--- src/rtl/sdram_pkg.sv ---
// Shared SDRAM definitions: pin command encodings, controller states and
// helpers for wait-period loads and the mode register word.
package sdram_pkg;

   localparam logic [2:0] CMD_NOP       = 3'b111;
   localparam logic [2:0] CMD_ACTIVE    = 3'b011;
   localparam logic [2:0] CMD_READ      = 3'b101;
   localparam logic [2:0] CMD_WRITE     = 3'b100;
   localparam logic [2:0] CMD_PRECHARGE = 3'b010;
   localparam logic [2:0] CMD_REFRESH   = 3'b001;
   localparam logic [2:0] CMD_MODE      = 3'b000;

   localparam int TIMER_W = 16;

   typedef enum logic [3:0] {
      INIT_WAIT,
      INIT_PRE,
      INIT_REF1,
      INIT_REF2,
      INIT_MODE,
      IDLE,
      ACTIVATE,
      RW,
      RDWAIT,
      PRECH,
      REFRESH
   } sdram_state_t;

   // The timer load is registered, so a wait of N cycles loads N-2.
   function automatic logic [TIMER_W-1:0] wait_load(input int cycles);
      return (cycles > 2) ? TIMER_W'(cycles - 2) : '0;
   endfunction

   // Burst length 1, sequential, CAS latency, write burst follows burst length (single).
   function automatic logic [15:0] mode_reg(input int cas_lat);
      logic [15:0] m;
      m      = '0;
      m[6:4] = 3'(cas_lat);
      return m;
   endfunction

endpackage

--- src/rtl/sdram_timer.sv ---
// Loadable down-counter used for every SDRAM wait period; done is high
// whenever the count has reached zero.
module sdram_timer #(
   parameter int W = 16
) (
   input  logic         clk,
   input  logic         reset,
   input  logic         load,
   input  logic [W-1:0] load_val,
   output logic         done
);

   logic [W-1:0] count;

   always_ff @(posedge clk or posedge reset) begin
      if (reset) begin
         count <= '0;
      end else if (load) begin
         count <= load_val;
      end else if (count != '0) begin
         count <= count - 1'b1;
      end
   end

   assign done = (count == '0);

endmodule

--- src/rtl/sdram_ctrl.sv ---
// Single-access SDRAM controller with power-up init and auto-precharge accesses.
// Define SDRAM_CTRL_REFRESH_EN for periodic refresh; without it no refresh runs after init.
module sdram_ctrl
   import sdram_pkg::*;
#(
   parameter int AWIDTH  = 12,
   parameter int DWIDTH  = 16,
   parameter int CWIDTH  = 8,
   parameter int T_RCD   = 2,
   parameter int T_RP    = 2,
   parameter int T_RFC   = 7,
   parameter int CAS_LAT = 2,
   parameter int T_INIT  = 10000,
   parameter int T_REFI  = 780
) (
   input  logic                     clk,
   input  logic                     reset,
   input  logic                     req_valid,
   output logic                     req_ready,
   input  logic                     req_we,
   input  logic [AWIDTH+CWIDTH-1:0] req_addr,
   input  logic [DWIDTH-1:0]        req_wdata,
   output logic [DWIDTH-1:0]        rdata,
   output logic                     rvalid,
   output logic                     init_done,
   output logic                     ras_n,
   output logic                     cas_n,
   output logic                     we_n,
   output logic [AWIDTH-1:0]        addr,
   output logic [DWIDTH-1:0]        data_o,
   output logic                     data_oe,
   input  logic [DWIDTH-1:0]        data_i
);

   localparam logic [AWIDTH-1:0] A10_ONLY = AWIDTH'(1 << 10);

   sdram_state_t        state;
   logic [2:0]          cmd;
   logic                tmr_load;
   logic [TIMER_W-1:0]  tmr_val;
   logic                tmr_done;
   logic                wait_done;
   logic                init_armed;
   logic                lat_we;
   logic [AWIDTH-1:0]   lat_row;
   logic [CWIDTH-1:0]   lat_col;
   logic [DWIDTH-1:0]   lat_wdata;
   logic [AWIDTH-1:0]   rw_addr;
   logic                ref_due;
   logic                ref_due_next;

   assign {ras_n, cas_n, we_n} = cmd;

   sdram_timer #(.W(TIMER_W)) u_timer (
      .clk      (clk),
      .reset    (reset),
      .load     (tmr_load),
      .load_val (tmr_val),
      .done     (tmr_done)
   );

   // The timer still shows its old count in the cycle its load is applied.
   assign wait_done = tmr_done && !tmr_load;

   always_comb begin
      rw_addr              = '0;
      rw_addr[CWIDTH-1:0]  = lat_col;
      rw_addr[10]          = 1'b1;
   end

`ifdef SDRAM_CTRL_REFRESH_EN
   localparam int REFI_W = $clog2(T_REFI + 1);

   logic [REFI_W-1:0] ref_cnt;
   logic              ref_pend;
   logic              ref_tick;
   logic              ref_clear;

   assign ref_tick     = init_done && (ref_cnt == REFI_W'(T_REFI - 1));
   assign ref_clear    = (state == IDLE) && ref_pend;
   assign ref_due      = ref_pend;
   assign ref_due_next = ref_pend || ref_tick;

   // Interval counter runs only once init is complete; the pending flag is sticky until serviced.
   always_ff @(posedge clk or posedge reset) begin
      if (reset) begin
         ref_cnt  <= '0;
         ref_pend <= 1'b0;
      end else begin
         if (init_done) begin
            ref_cnt <= ref_tick ? '0 : ref_cnt + 1'b1;
         end
         if (ref_tick) begin
            ref_pend <= 1'b1;
         end else if (ref_clear) begin
            ref_pend <= 1'b0;
         end
      end
   end
`else
   assign ref_due      = 1'b0;
   assign ref_due_next = 1'b0;
`endif

   // Each state's command appears in its first cycle; req_ready is only raised on entry to an idle cycle.
   always_ff @(posedge clk or posedge reset) begin
      if (reset) begin
         state      <= INIT_WAIT;
         cmd        <= CMD_NOP;
         addr       <= '0;
         data_o     <= '0;
         data_oe    <= 1'b0;
         rdata      <= '0;
         rvalid     <= 1'b0;
         req_ready  <= 1'b0;
         init_done  <= 1'b0;
         tmr_load   <= 1'b0;
         tmr_val    <= '0;
         init_armed <= 1'b0;
         lat_we     <= 1'b0;
         lat_row    <= '0;
         lat_col    <= '0;
         lat_wdata  <= '0;
      end else begin
         cmd       <= CMD_NOP;
         addr      <= '0;
         data_o    <= '0;
         data_oe   <= 1'b0;
         rvalid    <= 1'b0;
         req_ready <= 1'b0;
         tmr_load  <= 1'b0;
         case (state)
            INIT_WAIT: begin
               if (!init_armed) begin
                  init_armed <= 1'b1;
                  tmr_load   <= 1'b1;
                  tmr_val    <= wait_load(T_INIT - 1);
               end else if (wait_done) begin
                  state    <= INIT_PRE;
                  cmd      <= CMD_PRECHARGE;
                  addr     <= A10_ONLY;
                  tmr_load <= 1'b1;
                  tmr_val  <= wait_load(T_RP);
               end
            end
            INIT_PRE: begin
               if (wait_done) begin
                  state    <= INIT_REF1;
                  cmd      <= CMD_REFRESH;
                  tmr_load <= 1'b1;
                  tmr_val  <= wait_load(T_RFC);
               end
            end
            INIT_REF1: begin
               if (wait_done) begin
                  state    <= INIT_REF2;
                  cmd      <= CMD_REFRESH;
                  tmr_load <= 1'b1;
                  tmr_val  <= wait_load(T_RFC);
               end
            end
            INIT_REF2: begin
               if (wait_done) begin
                  state    <= INIT_MODE;
                  cmd      <= CMD_MODE;
                  addr     <= AWIDTH'(mode_reg(CAS_LAT));
                  tmr_load <= 1'b1;
                  tmr_val  <= wait_load(2);
               end
            end
            INIT_MODE: begin
               if (wait_done) begin
                  state     <= IDLE;
                  init_done <= 1'b1;
                  req_ready <= !ref_due_next;
               end
            end
            IDLE: begin
               if (ref_due) begin
                  state    <= REFRESH;
                  cmd      <= CMD_REFRESH;
                  tmr_load <= 1'b1;
                  tmr_val  <= wait_load(T_RFC);
               end else if (req_valid && req_ready) begin
                  state     <= ACTIVATE;
                  cmd       <= CMD_ACTIVE;
                  addr      <= req_addr[AWIDTH+CWIDTH-1:CWIDTH];
                  lat_we    <= req_we;
                  lat_row   <= req_addr[AWIDTH+CWIDTH-1:CWIDTH];
                  lat_col   <= req_addr[CWIDTH-1:0];
                  lat_wdata <= req_wdata;
                  tmr_load  <= 1'b1;
                  tmr_val   <= wait_load(T_RCD);
               end else begin
                  req_ready <= !ref_due_next;
               end
            end
            ACTIVATE: begin
               if (wait_done) begin
                  state   <= RW;
                  cmd     <= lat_we ? CMD_WRITE : CMD_READ;
                  addr    <= rw_addr;
                  data_oe <= lat_we;
                  data_o  <= lat_we ? lat_wdata : '0;
               end
            end
            RW: begin
               tmr_load <= 1'b1;
               if (lat_we) begin
                  state   <= PRECH;
                  tmr_val <= wait_load(T_RP);
               end else begin
                  state   <= RDWAIT;
                  tmr_val <= wait_load(CAS_LAT + 1);
               end
            end
            RDWAIT: begin
               if (wait_done) begin
                  state    <= PRECH;
                  rdata    <= data_i;
                  rvalid   <= 1'b1;
                  tmr_load <= 1'b1;
                  tmr_val  <= wait_load(T_RP);
               end
            end
            PRECH: begin
               if (wait_done) begin
                  state     <= IDLE;
                  req_ready <= !ref_due_next;
               end
            end
            REFRESH: begin
               if (wait_done) begin
                  state     <= IDLE;
                  req_ready <= !ref_due_next;
               end
            end
            default: begin
               state <= INIT_WAIT;
            end
         endcase
      end
   end

   // lat_row is kept for visibility of the open row alongside the column.
   logic unused_row;
   assign unused_row = ^lat_row;

endmodule
--- config.mk ---
export PLATFORM = sky130hd
export DESIGN_NAME = sdram_ctrl
export DESIGN_NICKNAME = d
export VERILOG_FILES = /design/src/rtl/sdram_pkg.sv /design/src/rtl/sdram_timer.sv /design/src/rtl/sdram_ctrl.sv
export SDC_FILE = /design/constraint.sdc
export NUM_CORES = 1
export LEC_CHECK = 0
export CAP_MARGIN = 20
export CORE_MARGIN = 8
export CORE_UTILIZATION = 51
export DETAILED_ROUTE_END_ITERATION = 16
export PLACE_DENSITY = 0.8
export SLEW_MARGIN = 0
export SYNTH_ARGS = -nofsm -noshare
export SYNTH_HDL_FRONTEND = slang
export SYNTH_SLANG_ARGS = --single-unit
--- constraint.sdc ---
create_clock -name clk -period 4.6 [get_ports clk]
set_input_delay 0.46 -clock clk [delete_from_list [all_inputs] [get_ports clk]]
set_output_delay 0.46 -clock clk [all_outputs]
set_load 0.05 [all_outputs]
### Yosys cells after proc, flatten, opt, wreduce, memory -nomap -nowiden

Index checks and enable logic that the tools add are counted.

* mux-type cells: 45
* add/subtract/negate cells: 1
* equality and inequality tests: 20
* reduce and logical (&&, ||, !) cells: 17

Operator list (number)
* $mux W16: 9
* $pmux W16 S5: 1
* $pmux W12 S4: 1
* $mux W4: 9
* $pmux W4 S9: 1
* $mux W11: 3
* $eq A4 B3 Y1 const B: 4
* $logic_not A16 Y1: 1
* $ne A2 B2 Y1 const B: 8
* $reduce_bool A16 Y1: 1
* $sub A16 B1 Y16 const B: 1
* $mux W3: 5
* $pmux W3 S5: 1
* $eq A4 B4 Y1 const B: 3
* $mux W12: 1
* $mux W1: 10
* $reduce_and A9 Y1: 1
* $eq A4 B2 Y1 const B: 2
* $mux W6: 1
* $reduce_and A2 Y1: 3
* $reduce_bool A5 Y1: 1
* $eq A4 B1 Y1 const B: 1
* $logic_not A4 Y1: 1
* $ne A2 B1 Y1 const B: 2
* other kinds (10): 12

* bits of input ports: 56
* flip-flop bits (word level): 114
* output and inout port bits: 51
* logic and storage cells: 99

### Longest topological paths before layout

Gate-level depths: netlist of the first run.

* word-level depth: 5
* gate-level depth with buffers: 8
* depth with buffers taken out: 7

### Modules after synthesis

From an unflattened synthesis of the first run, not the netlist that was laid out.

* cells, all modules: 445
* area total of the unflattened synthesis: 4947.2 um^2

Modules (own cells, without submodules)
* sdram_ctrl: cells each 337, area each 3965.1 um^2, instances 1
* sdram_timer: cells each 108, area each 982.2 um^2, instances 1

### Least setup slack after synthesis of the first run

Ideal clock, no wire load.

* kind: register to register
* from: register u_timer.count[0]
* to: register rdata[10]
* buffers on the path: 1
* arrival time: 1.798 ns
* cell stages (with the launch flop): 9
* library setup time: 0.125 ns
* slack: 2.677 ns
* path through: dfrtp_1 -> inv_1 -> ha_1 -> nor4b_2 -> nand2_1 -> nor3_2 -> nand3_2 -> buf_6 -> mux2_4

* longest elaborated chain between the ends: 3

Ends and longest elaborated chain
* start, declared: RTL line sdram_timer.sv:13 `logic [W-1:0] count;`
* start signal, assigned: RTL line sdram_timer.sv:19 `count <= load_val;`
* start signal, assigned: RTL line sdram_timer.sv:21 `count <= count - 1'b1;`
* $logic_not A16 Y1: RTL line sdram_timer.sv:25 `assign done = (count == '0);`
* $logic_and A1 B1 Y1: RTL line sdram_ctrl.sv:63 `assign wait_done = tmr_done && !tmr_load;`
* $reduce_and A2 Y1 (no line)
* end signal, assigned: RTL line sdram_ctrl.sv:220 `rdata <= data_i;`
* end, declared: RTL line sdram_ctrl.sv:23 `output logic [DWIDTH-1:0] rdata,`

Every way passes these cells.
A chain may end at the register's enable or synchronous reset.

### Final worst setup path of the first run

* from: register u_timer.count[0]
* to: register tmr_val[2]

* longest elaborated chain between the ends: 5
* elaborated cells between the ends (all ways): 7
* classes of those cells: eq/ne: 1; mux: 3; reduce/logical: 3

Ends and longest elaborated chain
* $logic_not A16 Y1 *: RTL line sdram_timer.sv:25
* $logic_and A1 B1 Y1 *: RTL line sdram_ctrl.sv:63
* $mux W16 (2 in a row)
* $pmux W16 S5
* end signal, assigned: RTL line sdram_ctrl.sv:137 `tmr_val <= wait_load(T_INIT - 1);`
* end signal, assigned: RTL line sdram_ctrl.sv:143 `tmr_val <= wait_load(T_RP);`
* end signal, assigned: RTL line sdram_ctrl.sv:151 `tmr_val <= wait_load(T_RFC);`
* end, declared: RTL line sdram_ctrl.sv:40 `logic [TIMER_W-1:0] tmr_val;`

Mark *: on every way between the ends. The rest lies on a longest branch, timed or not.

==> results of run 1 <==
## how the worst min path moves through the flow
stage / startpoint / to / slack, ps
floorplan: tmr_val[1]$_DFFE_PP0P_ / tmr_val[1]$_DFFE_PP0P_ / 450
global placement: lat_wdata[10]$_DFFE_PP0P_ / data_o[10]$_DFF_PP0_ / 460
detailed placement: lat_wdata[11]$_DFFE_PP0P_ / data_o[11]$_DFF_PP0_ / 460
CTS: reset / rdata[0]$_DFFE_PP0P_ / 300
global route: reset / rdata[0]$_DFFE_PP0P_ / 340
finish: reset / rdata[3]$_DFFE_PP0P_ / 310
## state kept, by name, summed over array words and instances, names as in the netlist, 3 cells and up
signal	flops
lat_col	8
lat_wdata	16
addr	12
u_timer.count	16
state	4
tmr_val	16
data_o	16
cmd	3
rdata	16
## layout make-up
cell class	instances	area [µm²]	share of cell area (%)
flip-flops and latches	114	2860	43.1
multi-input cells	264	1920	29.0
repair buffers	109	1080	16.4
clock buffers	19	422	6.37
well taps	129	161	2.44
clock inverters	13	136	2.06
inverters	10	40.0	0.605
## synthesized netlist by cell type (all sizes together) (2+ instances only)
cell type and number:
a211oi 5, a21boi 3, a21o 6, a21oi 19, a221oi 2, a22o 10
a22oi 2, and2 29, buf 9, clkbuf 11, dfrtp 111, dfstp 3
ha 2, inv 10, maj3 2, mux2 40, mux2i 2, nand2 32
nand2b 4, nand3 9, nand4b 2, nor2 24, nor2b 2, nor3 9
nor4 5, nor4b 2, o21ai 15, o21bai 2, o22ai 4, o32ai 2
or2 4, or3 3, xnor2 7, xor2 3
## placed cells by master (no fill, tap or decap), types with 3 or more instances in the layout
cell type and n:
a21oi_1 19, o21ai_0 15, nor2_1 23, mux2_2 30, nand2b_1 4, a21o_1 6, a211oi_1 5, dfrtp_1 111
clkinvlp_4 4, clkdlybuf4s50_1 106, a22o_1 10, or3_1 3, clkbuf_16 16, buf_4 3, o22ai_1 4, nor3_1 6
xor2_1 3, nand2_1 32, mux2_4 10, nand3_1 7, dfstp_2 3, a21boi_0 3, clkinv_2 4, and2_1 29
inv_1 9, xnor2_1 7, or2_2 3
## power by group through the flow
stage | clock [W] | combinational, W | sequential [W]
floorplan | 0 | 0.000386 | 0.00128
global placement | 0 | 0.000544 | 0.00128
detailed placement | 0 | 0.000564 | 0.00129
CTS | 0.00124 | 0.000569 | 0.00128
global route | 0.00129 | 0.000637 | 0.00130
finish | 0.00122 | 0.000572 | 0.00128
## metrics by stage
| step | hold slack, ps | utilization, % | worst slack [ps] |
|---|---|---|---|
| after CTS | 303 | 71.3 | 2070 |
| after detailed placement | 462 | 65.3 | 1940 |
| final | 307 | 71.3 | 2030 |
| after global placement | 460 | 65.3 | 2010 |
| after global routing | 337 | 71.3 | 1870 |
| after floorplan | 448 | - | 1130 |
## worst max-delay path: stages, from the launching register on
cell	delay, ps
dfrtp_1	400
inv_1	120
ha_1	210
nor4b_2	360
nand3_2	180
nor2_1	460
o21ai_0	400
a32o_1	320
## cells by family (layout without fill, tap and decap cells)
logic type | count (synthesis) | after routing | synth area share (%)
and+or+nand+nor | 128 | 128 | 14.9
DFF | 114 | 114 | 58.3
AOI/OAI and AO/OA | 80 | 80 | 11.1
muxes | 42 | 42 | 10.4
buffers and inverters | 30 | 151 | 2.73
xor gates and xnor gates | 10 | 10 | 1.79
adders and majority gates | 4 | 4 | 0.919
## per-layer routing
layer	vias to the layer above	track usage [%]	wire length (µm)
met3	21	4.69	903
li1	1667	-	-
met2	182	30.2	5760
met5	-	0	0
met1	1793	23.9	5010
met4	0	9.05	201
==> reports/qor.yml, run 1 <==
sta:
  rsz0062_at_grt: "no"
  tns_ps: 0
  fin_crit_sh_pct: 55.8
  max_slew_margin_pct: 31.6
  clock_skew_ps: 8.99
  finalSetupViolCount: 0
  final-hold-violation-count: 0
  slew_viol_final: 0
  worst_pin_slew_ps: 1020
  timing.fmax_mhz: 389
  post-route-min-period_ps: 2570
logic_synthesis:
  yosys_warnings: 0
  synthesis.nets: 466
  synth_top_area_share_pct: 56.6
  synth_edf_count: 0
  ys_types: 57
  avgSynthCellArea_um2: 12.0
  synth_top_cell_by_area: "dfrtp_1"
  synthCells: 408
  synth-async-reset-ratio_pct: 100
  synth_area_leaders: "dfrtp_1 (57%), mux2_2 (6.9%), and2_1 (3.7%), mux2_4 (3.1%), nand2_1 (2.4%)"
  synth-seq-cells: 114
  ys_seq_area_share_pct: 58.3
  synth.cell_area_um2: 4900
  synth-main-ff-cell: "dfrtp_1"
clocking:
  cts_root_buffer: "clkbuf_8"
  cts_tree: "yes"
  cts_hold_buf: 0
  clk-insertion-delay-late_ps: 510
  htree_levels: 4
  postCtsSetupRepairBufs: 0
  cts_buffers: 17
  post_cts_resized: 0
  clk_path_buf_depth: 2
  clkTransAtPathRegs_ps: 60
  cts_sinks: 114
floorplanning:
  die_w_um: 114
  initial_core_util_pct: 52.8
  core_um2: 9280
  row_count: 35
  ios: 107
  die_area_um2: 13000
  die_h_um: 114
pwr:
  swShare_pct: 29.8
  seq_power_share_pct: 41.6
  fin_total_pwr_w: 0.00308
  p_int_w: 0.00216
  p_leak_nw: 2.91
  ir_drop_mv: 0.250
  comb_power_share_pct: 18.6
  p_clk_share_pct: 39.8
  p_per_area_nw_per_um2: 465
  switchingPower_w: 0.000915
placed_design:
  place_area_um2: 6060
  place_congestion: 0.876
  io_buffers: 106
  place_inst: 626
  hpwl_um: 8360
worst_setup_path:
  worstReg2RegStart: "u_timer.count[0]$_DFFE_PP0P_"
  worstReg2RegEnd: "tmr_val[2]$_DFFE_PP0P_"
  startpoint: "u_timer.count[0]$_DFFE_PP0P_"
  path_class: "reg2reg"
  rr_worst_depth: 7
  arrival_ps: 2960
  cp-end-kind: "flop"
  crit_fanout: 6
  reg2reg_slack_ps: 2030
  crit_required_ps: 4990
  start_kind: "flop"
  worstSetupEndpoint: "tmr_val[2]$_DFFE_PP0P_"
layout:
  n_fill_cell: 646
  fin_area_um2: 6620
  diodes: 0
  layout.cells.non_filler: 658
  drive_gt1_share_pct: 17.4
  final_net_count: 574
  syn2layout_area_growth_pct: 35.0
grt:
  antenna_found_initial: 0
  grt_pass1_vias: 3741
  gr-total-overflow: 0
  grt_max_degree: 47
  grt_pass1_wl_um: 19500
  track_usage_pct: 19.0
min_path:
  hp-class: "in2async"
detailed_routing:
  finalWirelength_um: 11900
  wl_per_cell_um: 18.0
  drtIter0Drc: 344
  dr.pass1.iters: 6
  drc_errors: 0
  ant_nets: 0
  detail_route.vias_per_cell: 5.57
  vias: 3663
outcome:
  status: "completed"
flow_run:
  cap_violations: 0
Note: power is estimated with default switching activity, not from simulation.
==> run 2: changes to the inputs <==
==> constraint.sdc (replaced) <==
create_clock -name clk -period 2.52 [get_ports clk]
set_input_delay 0.252 -clock clk [delete_from_list [all_inputs] [get_ports clk]]
set_output_delay 0.252 -clock clk [all_outputs]
set_load 0.05 [all_outputs]
==> run 2 against run 1 <==
Net effect:
- die area stayed put
- utilization increased by 1.7 points
- fmax increased by 12%
- non-clock buffer count up 13
- sequential share of layout area decreased by 0.99 points
- worst setup slack worse by 1800 ps
- clock skew about the same
- via count rose by 0.27%
- final area grew 2.3%
- critical path type unchanged
- largest cell class unchanged
- highest routed layer unchanged
==> reports/qor.yml, run 2 (synthesis results as in run 1) <==
layout:
  syn2layout_area_growth_pct: 38.2
  final_common_cell: "dfrtp_1"
  drive_gt1_share_pct: 19.4  # +2.0 points
  layout_common_cells: "dfrtp_1 (111), clkdlybuf4s50_1 (106), nand2_1 (32)"
  diodes: 0  # unchanged
  final_net_count: 587  # +2.3%
detailed_routing:
  drc_errors: 0  # unchanged
  finalWirelength_um: 12100  # +2.1%
  dr.pass1.iters: 5  # -1
  wl_per_cell_um: 18.1  # +0.30%
  detail_route.vias_per_cell: 5.48  # -1.5%
  drtIter0Drc: 401  # +17%
  ant_nets: 0  # unchanged
  vias: 3673  # +0.27%
placed_design:
  place_congestion: 0.884  # +0.97%
  io_buffers: 106  # unchanged
  hpwl_um: 8270  # -1.1%
sta:
  post-route-min-period_ps: 2300  # -266 ps
  fin_crit_sh_pct: 91.3  # +36 points
  finalSetupViolCount: 0  # unchanged
  rsz0062_at_grt: "no"
  final-hold-violation-count: 0  # unchanged
  timing.fmax_mhz: 434  # +12%
  whs_ps: 185  # -122 ps
  slew_viol_final: 0  # unchanged
  max_slew_margin_pct: 56.6  # +25 points
  clock_skew_ps: 9.23  # +0.246 ps
  worst_pin_slew_ps: 644  # -379 ps
  tns_ps: 0  # unchanged
clocking:
  cts_sinks: 114  # unchanged
  cts_tree: "yes"
  clk_path_buf_depth: 2  # unchanged
  clk-insertion-delay-late_ps: 510  # about the same
  clkTransAtPathRegs_ps: 60  # about the same
  post_cts_resized: 0  # unchanged
  cts_hold_buf: 0  # unchanged
  cts_buffers: 17  # unchanged
  htree_levels: 4  # unchanged
  postCtsSetupRepairBufs: 0  # unchanged
  cts_root_buffer: "clkbuf_8"
grt:
  grt_pass1_vias: 3653  # -2.4%
  track_usage_pct: 19.2  # +0.20 points
  gr-total-overflow: 0  # unchanged
  grt_max_degree: 92  # +96%
  antenna_found_initial: 0  # unchanged
  grt_pass1_wl_um: 19600  # +0.32%
worst_setup_path:
  slowest_stage: "or2_1"
  cp-end-kind: "flop"
  path_cells: "inv_1 -> ha_1 -> nor4b_2 -> nand3_2 -> or2_1 -> o21ai_0 -> a32o_1"
  path_class: "reg2reg"
  start_kind: "flop"
  startpoint: "u_timer.count[0]$_DFFE_PP0P_"
  timing.critical_path.buf_inv: 1  # unchanged
  path_delay_family: "simple AND/OR/NAND/NOR gates"
  crit_required_ps: 2960  # -2030 ps
  arrival_ps: 2750  # -210 ps
  crit_fanout: 8  # +2
  max_stage_delay_ps: 410  # -50 ps
  worstReg2RegStart: "u_timer.count[0]$_DFFE_PP0P_"
floorplanning:
  die_area_um2: 13000  # unchanged
  initial_core_util_pct: 52.8  # unchanged
  row_count: 35  # unchanged
  ios: 107  # unchanged
  die_h_um: 114  # unchanged
  core_um2: 9280  # unchanged
  die_w_um: 114  # unchanged
pwr:
  p_leak_nw: 3.00  # +3.3%
  ir_drop_mv: 0.488  # +96%
  fin_total_pwr_w: 0.00583  # +89%
  p_per_area_nw_per_um2: 860  # +85%
min_path:
  hp-class: "in2async"
outcome:
  status: "completed"
flow_run:
  cap_violations: 0  # unchanged
[run 2: routing by layer]
metal  wire [µm]  track usage (%)  vias to the layer above
met4         210             6.48                        0
met2        5900             30.5                      176
met1        5070             24.1                     1789
met3         954             6.49                       24
li1            -                -                     1684
met5           0                0                        -
[run 2: final cells by class]
cell class / count / area, µm²
multi-input combinational: 264 / 1920
clock inverter: 9 / 129
timing repair buffer: 122 / 1190
fill: 645 / 2510
inverter: 10 / 41.3
sequential: 114 / 2860
clock buffer: 22 / 473
tap: 129 / 161
[run 2: through the flow]
stage / area, µm² / setup WS, ps / util, % / cells
2_1_floorplan: 4910 / 597 / - / 408
3_3_place_gp: 6170 / 441 / 66.5 / 639
3_5_place_dp: 6170 / 357 / 66.5 / 639
4_1_cts: 6780 / 299 / 73.0 / 670
5_1_grt: 6780 / 135 / 73.0 / 670
6_report: 6780 / 218 / 73.0 / 670
[run 2: where the power goes]
part / switching, W / internal, W / leakage [nW] / total, W
Combinational: 0.000602 / 0.000492 / 1.26 / 0.00109
Sequential: 0.000257 / 0.00207 / 1.45 / 0.00233
Clock: 0.000801 / 0.00160 / 0.293 / 0.00240
Total: 0.00166 / 0.00417 / 3.00 / 0.00583
[run 2: worst min-delay path, cell delays in order]
cell             delay, ps
clkdlybuf4s50_1        440
clkinvlp_4             100
buf_4                  290
[run 2: final timing paths]
path	to	slack [ps]	cells past startpoint
setup / recovery	tmr_val[2]$_DFFE_PP0P_	220	7
min in group clk	addr[11]$_DFF_PP0_	290	2
hold / removal	data_o[15]$_DFF_PP0_	190	3
max in group asynchronous	lat_we$_DFFE_PP0P_	1900	3
setup reg to reg	tmr_val[2]$_DFFE_PP0P_	220	7
hold reg to reg	data_o[12]$_DFF_PP0_	470	1
